===== src/rtl/piezo_req_sched_pkg.sv =====
// Purpose: shared types, tone half-period constants and tone lookup for the piezo scheduler.
// Latency: none (declarations and a pure function only).
// Backpressure: not applicable.
package piezo_pkg;

  // Half-period counts for the tone datapath, one per note C..B.
  localparam logic [9:0] HALF_C = 10'd956;
  localparam logic [9:0] HALF_D = 10'd851;
  localparam logic [9:0] HALF_E = 10'd758;
  localparam logic [9:0] HALF_F = 10'd716;
  localparam logic [9:0] HALF_G = 10'd638;
  localparam logic [9:0] HALF_A = 10'd568;
  localparam logic [9:0] HALF_B = 10'd506;

  // 0 = rest, 1..7 = C..B
  typedef logic [2:0] tone_code_t;

  typedef enum logic [1:0] {
    IDLE = 2'd0,
    PLAY = 2'd1,
    GAP  = 2'd2
  } state_t;

  function automatic logic [9:0] tone_lut(input tone_code_t code);
    case (code)
      3'd1:    return HALF_C;
      3'd2:    return HALF_D;
      3'd3:    return HALF_E;
      3'd4:    return HALF_F;
      3'd5:    return HALF_G;
      3'd6:    return HALF_A;
      3'd7:    return HALF_B;
      default: return 10'd0;
    endcase
  endfunction

endpackage


===== src/rtl/piezo_tick_gen.sv =====
// Purpose: duration-tick prescaler; one-cycle tick every TICK_DIV clk cycles.
// Latency: first tick TICK_DIV cycles after clr drops.
// Backpressure: none; clr holds the count at zero and masks the tick.
// Ports: clk, rst (async active-high), clr (synchronous clear), tick (one-cycle pulse).
module piezo_tick_gen #(
  parameter int TICK_DIV = 50000
) (
  input  logic clk,
  input  logic rst,
  input  logic clr,
  output logic tick
);

  localparam int CW = (TICK_DIV > 1) ? $clog2(TICK_DIV) : 1;
  localparam logic [CW-1:0] LAST = CW'(TICK_DIV - 1);

  logic [CW-1:0] cnt;

  always_ff @(posedge clk or posedge rst) begin
    if (rst) begin
      cnt <= '0;
    end else if (clr || cnt == LAST) begin
      cnt <= '0;
    end else begin
      cnt <= cnt + CW'(1);
    end
  end

  assign tick = !clr && (cnt == LAST);

endmodule


===== src/rtl/piezo_req_sched.sv =====
// Purpose: fixed-priority, non-preemptive scheduler sharing the piezo tone datapath among 3 requesters.
// Latency: ack and tone_half 1 cycle after req is seen in IDLE; note lasts max(dur,1) ticks, then GAP_TICKS silent ticks.
// Backpressure: requests wait while busy or mute; mute aborts the current note without a done pulse.
// Ports: req/tone_code/dur per requester (index 0 highest priority), mute; ack/done one-cycle pulses,
//        busy, grant_id (last owner), tone_half (half-period count, 0 = silent).
module piezo_req_sched #(
  parameter int TICK_DIV  = 50000,
  parameter int GAP_TICKS = 20,
  parameter int NREQ      = 3
) (
  input  logic                  clk,
  input  logic                  rst,
  input  logic [NREQ-1:0]       req,
  input  logic [3*NREQ-1:0]     tone_code,
  input  logic [8*NREQ-1:0]     dur,
  input  logic                  mute,
  output logic [NREQ-1:0]       ack,
  output logic [NREQ-1:0]       done,
  output logic                  busy,
  output logic [1:0]            grant_id,
  output logic [9:0]            tone_half
);
  import piezo_pkg::*;

  localparam logic [15:0] GAP_T = 16'(GAP_TICKS);

  state_t      state_q, state_d;
  logic        tick, tick_clr, last, any_req, grant_go;
  logic [1:0]  sel;
  logic [7:0]  dur_q, dur_tgt;
  logic [15:0] tcnt, tcnt_nxt;

  piezo_tick_gen #(.TICK_DIV(TICK_DIV)) u_tick (
    .clk  (clk),
    .rst  (rst),
    .clr  (tick_clr),
    .tick (tick)
  );

  // Lowest set index wins: descending loop, last write sticks.
  always_comb begin
    sel     = 2'd0;
    any_req = |req;
    for (int i = NREQ - 1; i >= 0; i--) begin
      if (req[i]) sel = 2'(i);
    end
  end

  // A zero duration still plays for one tick.
  assign dur_tgt  = (dur_q == 8'd0) ? 8'd1 : dur_q;
  assign tcnt_nxt = tcnt + 16'd1;

  always_comb begin
    last = 1'b0;
    if (state_q == PLAY) last = tick && (tcnt_nxt == {8'd0, dur_tgt});
    if (state_q == GAP)  last = tick && (tcnt_nxt == GAP_T);
  end

  // State register
  always_ff @(posedge clk or posedge rst) begin
    if (rst) state_q <= IDLE;
    else     state_q <= state_d;
  end

  // Next-state logic; mute overrides every other transition.
  always_comb begin
    state_d = state_q;
    case (state_q)
      IDLE: if (!mute && any_req) state_d = PLAY;
      PLAY: begin
        if (mute)      state_d = IDLE;
        else if (last) state_d = (GAP_TICKS == 0) ? IDLE : GAP;
      end
      GAP: begin
        if (mute || last) state_d = IDLE;
      end
      default: state_d = IDLE;
    endcase
  end

  // Outputs decoded from the current state
  always_comb begin
    busy     = (state_q != IDLE);
    tick_clr = (state_q == IDLE);
    done     = '0;
    if (state_q == PLAY && last && !mute) done[grant_id] = 1'b1;
  end

  assign grant_go = (state_q == IDLE) && (state_d == PLAY);

  // Tick counter restarts on every state change so PLAY and GAP each count from zero.
  always_ff @(posedge clk or posedge rst) begin
    if (rst)                   tcnt <= '0;
    else if (state_d != state_q) tcnt <= '0;
    else if (tick)             tcnt <= tcnt_nxt;
  end

  // Grant registers; tone_half is loaded with the grant so it is live for the whole PLAY.
  always_ff @(posedge clk or posedge rst) begin
    if (rst) begin
      ack       <= '0;
      grant_id  <= 2'd0;
      dur_q     <= 8'd0;
      tone_half <= 10'd0;
    end else begin
      ack <= '0;
      if (grant_go) begin
        ack       <= NREQ'(1) << sel;
        grant_id  <= sel;
        dur_q     <= dur[8*sel +: 8];
        tone_half <= tone_lut(tone_code[3*sel +: 3]);
      end else if (state_d != PLAY) begin
        tone_half <= 10'd0;
      end
    end
  end

endmodule


===== config.mk =====
export PLATFORM = sky130hd
export DESIGN_NAME = piezo_req_sched
export DESIGN_NICKNAME = d
export VERILOG_FILES = /design/src/rtl/piezo_req_sched_pkg.sv /design/src/rtl/piezo_tick_gen.sv /design/src/rtl/piezo_req_sched.sv
export SDC_FILE = /design/constraint.sdc
export NUM_CORES = 1
export LEC_CHECK = 0
export ABC_AREA = 1
export BUFFER_PORTS_ARGS = -buffer_cell sky130_fd_sc_hd__clkbuf_2
export CAP_MARGIN = 20
export CELL_PAD_IN_SITES_DETAIL_PLACEMENT = 0
export CELL_PAD_IN_SITES_GLOBAL_PLACEMENT = 1
export CORE_MARGIN = 2
export CORE_UTILIZATION = 30
export DETAILED_ROUTE_END_ITERATION = 8
export PLACE_DENSITY_LB_ADDON = 0.1
export SLEW_MARGIN = 15
export SYNTH_ARGS = -nofsm -noshare
export SYNTH_HDL_FRONTEND = slang
export SYNTH_SLANG_ARGS = --single-unit
export TNS_END_PERCENT = 50

===== constraint.sdc =====
create_clock -name clk -period 2.5 [get_ports clk]
set_clock_uncertainty 0.05 [all_clocks]
set_input_delay 0.5 -clock clk [delete_from_list [all_inputs] [get_ports clk]]
set_output_delay 0.5 -clock clk [all_outputs]
set_load 0.01 [all_outputs]

==> results.ini <==
[final_layout]
nFillCells=1145
final_area_sq_um=4550
area_growth_pct=36.1
diodes=0
final_nets=617
drive_gt1_frac=0.309

[synth]
yosys-top-cells-area=dfrtp_1, nand2_1, nor2_1, inv_1, nand3_1
synth-compound-area-share=0.0987
synth_cell_types=36
synth_top_cell_area_share=0.426
ys_seq_area_frac=0.426
synthArstFlopShare=1.00
yosys.area_share.adder=0.0112
ys_warn_count=0
syn-instance-count=458
syn-num-nets=500
synth-edff-count=0
syn_avg_cell_area_sq_um=7.31
yosysTopAreaCell=dfrtp_1
synthesis.area_sq_um=3350
synth-seq-cells=57
synthSimpleGateAreaFrac=0.339
synth_flop_cell=dfrtp_1
synth_top_family_by_area=simple AND/OR/NAND/NOR gates
muxShareOfSynthArea=0.0239
synth_xor_area_frac=0.0209

[die]
dieArea_sq_um=12000
initial_core_util=0.309
ioPinCount=58
die_h_microns=110
rows=38
dieWidth_microns=110
core_region_area_sq_um=10800

[timing]
worstMarginPinSlew_ns=0.584
finalHoldViolCount=0
setup_tns_ns=-1.14
finalWorstSetupSlack_ns=-0.386
fmax_ghz=0.347
maxSlewHeadroom=0.609
rsz0062_at_grt=true
finalCritPeriodShare=1.15
period_needed_ns=2.89
finalSetupViolCount=3
final-max-slew-violation-count=0

[power_and_ir_drop]
pwr_density_cell_nw_per_um2=503
ir_drop_mv=0.257
leakage_uw=0.00219

[detailed_routing]
drt_pre_antenna_iters=4
ant_nets=0
drcViolationCount=0
wl_per_cell_microns=12.4
vias=3249
drt-total-wl_microns=8950
drt-initial-drc-count=99
viasPerCell=4.51

[setup_path]
start_kind=register
path_buf_inv=1
worst_path_max_delay_cell=dfrtp_2
cp_cell_sequence=ha_4 > nand2_1 > nor2_2 > nand3_1 > xor2_1 > nor2_1 > nand2_1 > nor2_4 > nand3_4 > nor4_1 > clkbuf_2
reg2reg_setup_slack_ns=0.11
crit_path_end_kind=output port
required_ns=1.95
cp_common_cell=nand2_1
cp_top_family=simple AND/OR/NAND/NOR gates
criticalPathCategory=reg2out
critical_path_peak_fanout=5
arrival_ns=2.34
cpPeakStageDelay_ns=0.44

[grt]
grt_usage=0.164
antenna_found_initial=0
grt_max_degree=25
grt_pass1_vias=3299
overflow=0
grt_pass1_wl_microns=15200

[place]
place_congestion=0.824
place_ws_ns=-0.220
portBuffers=57
dp_hpwl_microns=6790
placed_cell_area_sq_um=4150

[min_path]
hold_path_class=in2async

[run]
cap_violations=0

[cts]
cts_sinks=57
cts_root_buf=clkbuf_8
htreeDepth=3
tritoncts=done
clkTransAtPathRegs_ns=0.07
ctsHoldBuffers=0
clockBufferDepth=2
cts_buffers=9
insertion_delay_ns=0.35

[outcome]
violations=negative setup slack
status=finished with violations

## cell type report
class,instances,area (sq um),share of cell area
inverters,59,225,0.0495
clock buffers,12,155,0.0341
well taps,140,175,0.0385
repair buffers,113,746,0.164
repair inverters,1,7.51,0.00165
clock inverters,4,51.3,0.0113
flip-flops and latches,57,1430,0.314
multi-input cells,334,1760,0.387
## kinds of logic after synthesis
family | Yosys count
XOR/XNOR | 8
buffers and inverters | 67
multiplexers | 8
AO/OA/AOI/OAI | 55
flip-flops | 57
adder cells (fa/ha/maj) | 3
AND/OR/NAND/NOR | 260
## registers in the layout, summed over array words and instances (netlist names)
signal      count
dur_q           8
tone_half      10
tcnt           16
u_tick.cnt     16
ack             3
grant_id        2
state_q         2
## stage by stage
step	cells	hold slack (ns)	util	power (uW)
global route	720	0.159	0.420	2430
CTS	717	0.140	0.414	2310
finish	720	0.128	0.420	2290
detailed placement	697	0.417	0.383	1370
global placement	697	0.409	0.383	1370
floorplan	458	0.384	-	1240
## metal layers
| layer | wire (microns) | up-vias | track usage |
|---|---|---|---|
| li1 | - | 1716 | - |
| met3 | 324 | 6 | 0.0391 |
| met1 | 4380 | 1470 | 0.216 |
| met5 | 0 | - | 0 |
| met4 | 99 | 0 | 0.0552 |
| met2 | 4140 | 57 | 0.263 |
## power by group
part | total (uW) | switching (uW) | leakage [uW] | internal, uW
Combinational | 362 | 215 | 0.00133 | 148
Clock | 918 | 402 | 0.000103 | 515
Sequential | 1010 | 35.3 | 0.000764 | 976
## path summary, 6_finish.rpt
path                                          startpoint                  endpoint  depth (start not counted)
worst max-delay path                 tcnt[1]$_DFFE_PP0P_                   done[1]                         11
min in group clk                                 dur[21]      dur_q[5]$_DFFE_PP0P_                          3
worst min register to register  u_tick.cnt[15]$_DFF_PP0_  u_tick.cnt[15]$_DFF_PP0_                          1
worst max register to register       tcnt[1]$_DFFE_PP0P_  tone_half[8]$_DFFE_PP0P_                         15
worst min-delay path                                 rst  tone_half[7]$_DFFE_PP0P_                          2
max in group asynchronous                            rst          ack[0]$_DFF_PP0_                          3
## placed cells by master, fill, tap and decap left out, drive strengths merged
cell      count
a21oi        11
a31oi         1
and3          1
buf          58
bufinv        1
clkbuf       67
clkinv        2
clkinvlp      3
dfrtp        57
ha            3
inv          58
mux2i         8
nand2       118
nand3        38
nand3b        1
nand4         7
nor2         84
nor3          6
nor3b         1
nor4          2
o211a         1
o211ai        2
o21a          1
o21ai        28
o21bai        2
o221a         1
o221ai        7
o311ai        1
or2           2
xnor2         2
xor2          6
## synth_stat cells (all sizes together), types with 2 or more instances
| library cell | count |
|---|---|
| nand2 | 118 |
| mux2i | 8 |
| nor4 | 2 |
| o211ai | 2 |
| nand4 | 7 |
| nor3 | 6 |
| inv | 59 |
| nand3 | 38 |
| clkbuf | 4 |
| nor2 | 84 |
| ha | 3 |
| or2 | 2 |
| o21bai | 2 |
| o221ai | 7 |
| dfrtp | 57 |
| xnor2 | 2 |
| buf | 4 |
| xor2 | 6 |
| a21oi | 11 |
| o21ai | 28 |
## timing repair
action,4_1_cts,5_1_grt
endpoints found under the setup margin,19,29
resized for setup,26,11
pin swaps,17,14
cloned,0,1
buffers inserted,4,2
Note: power is estimated with default switching activity, not from simulation.
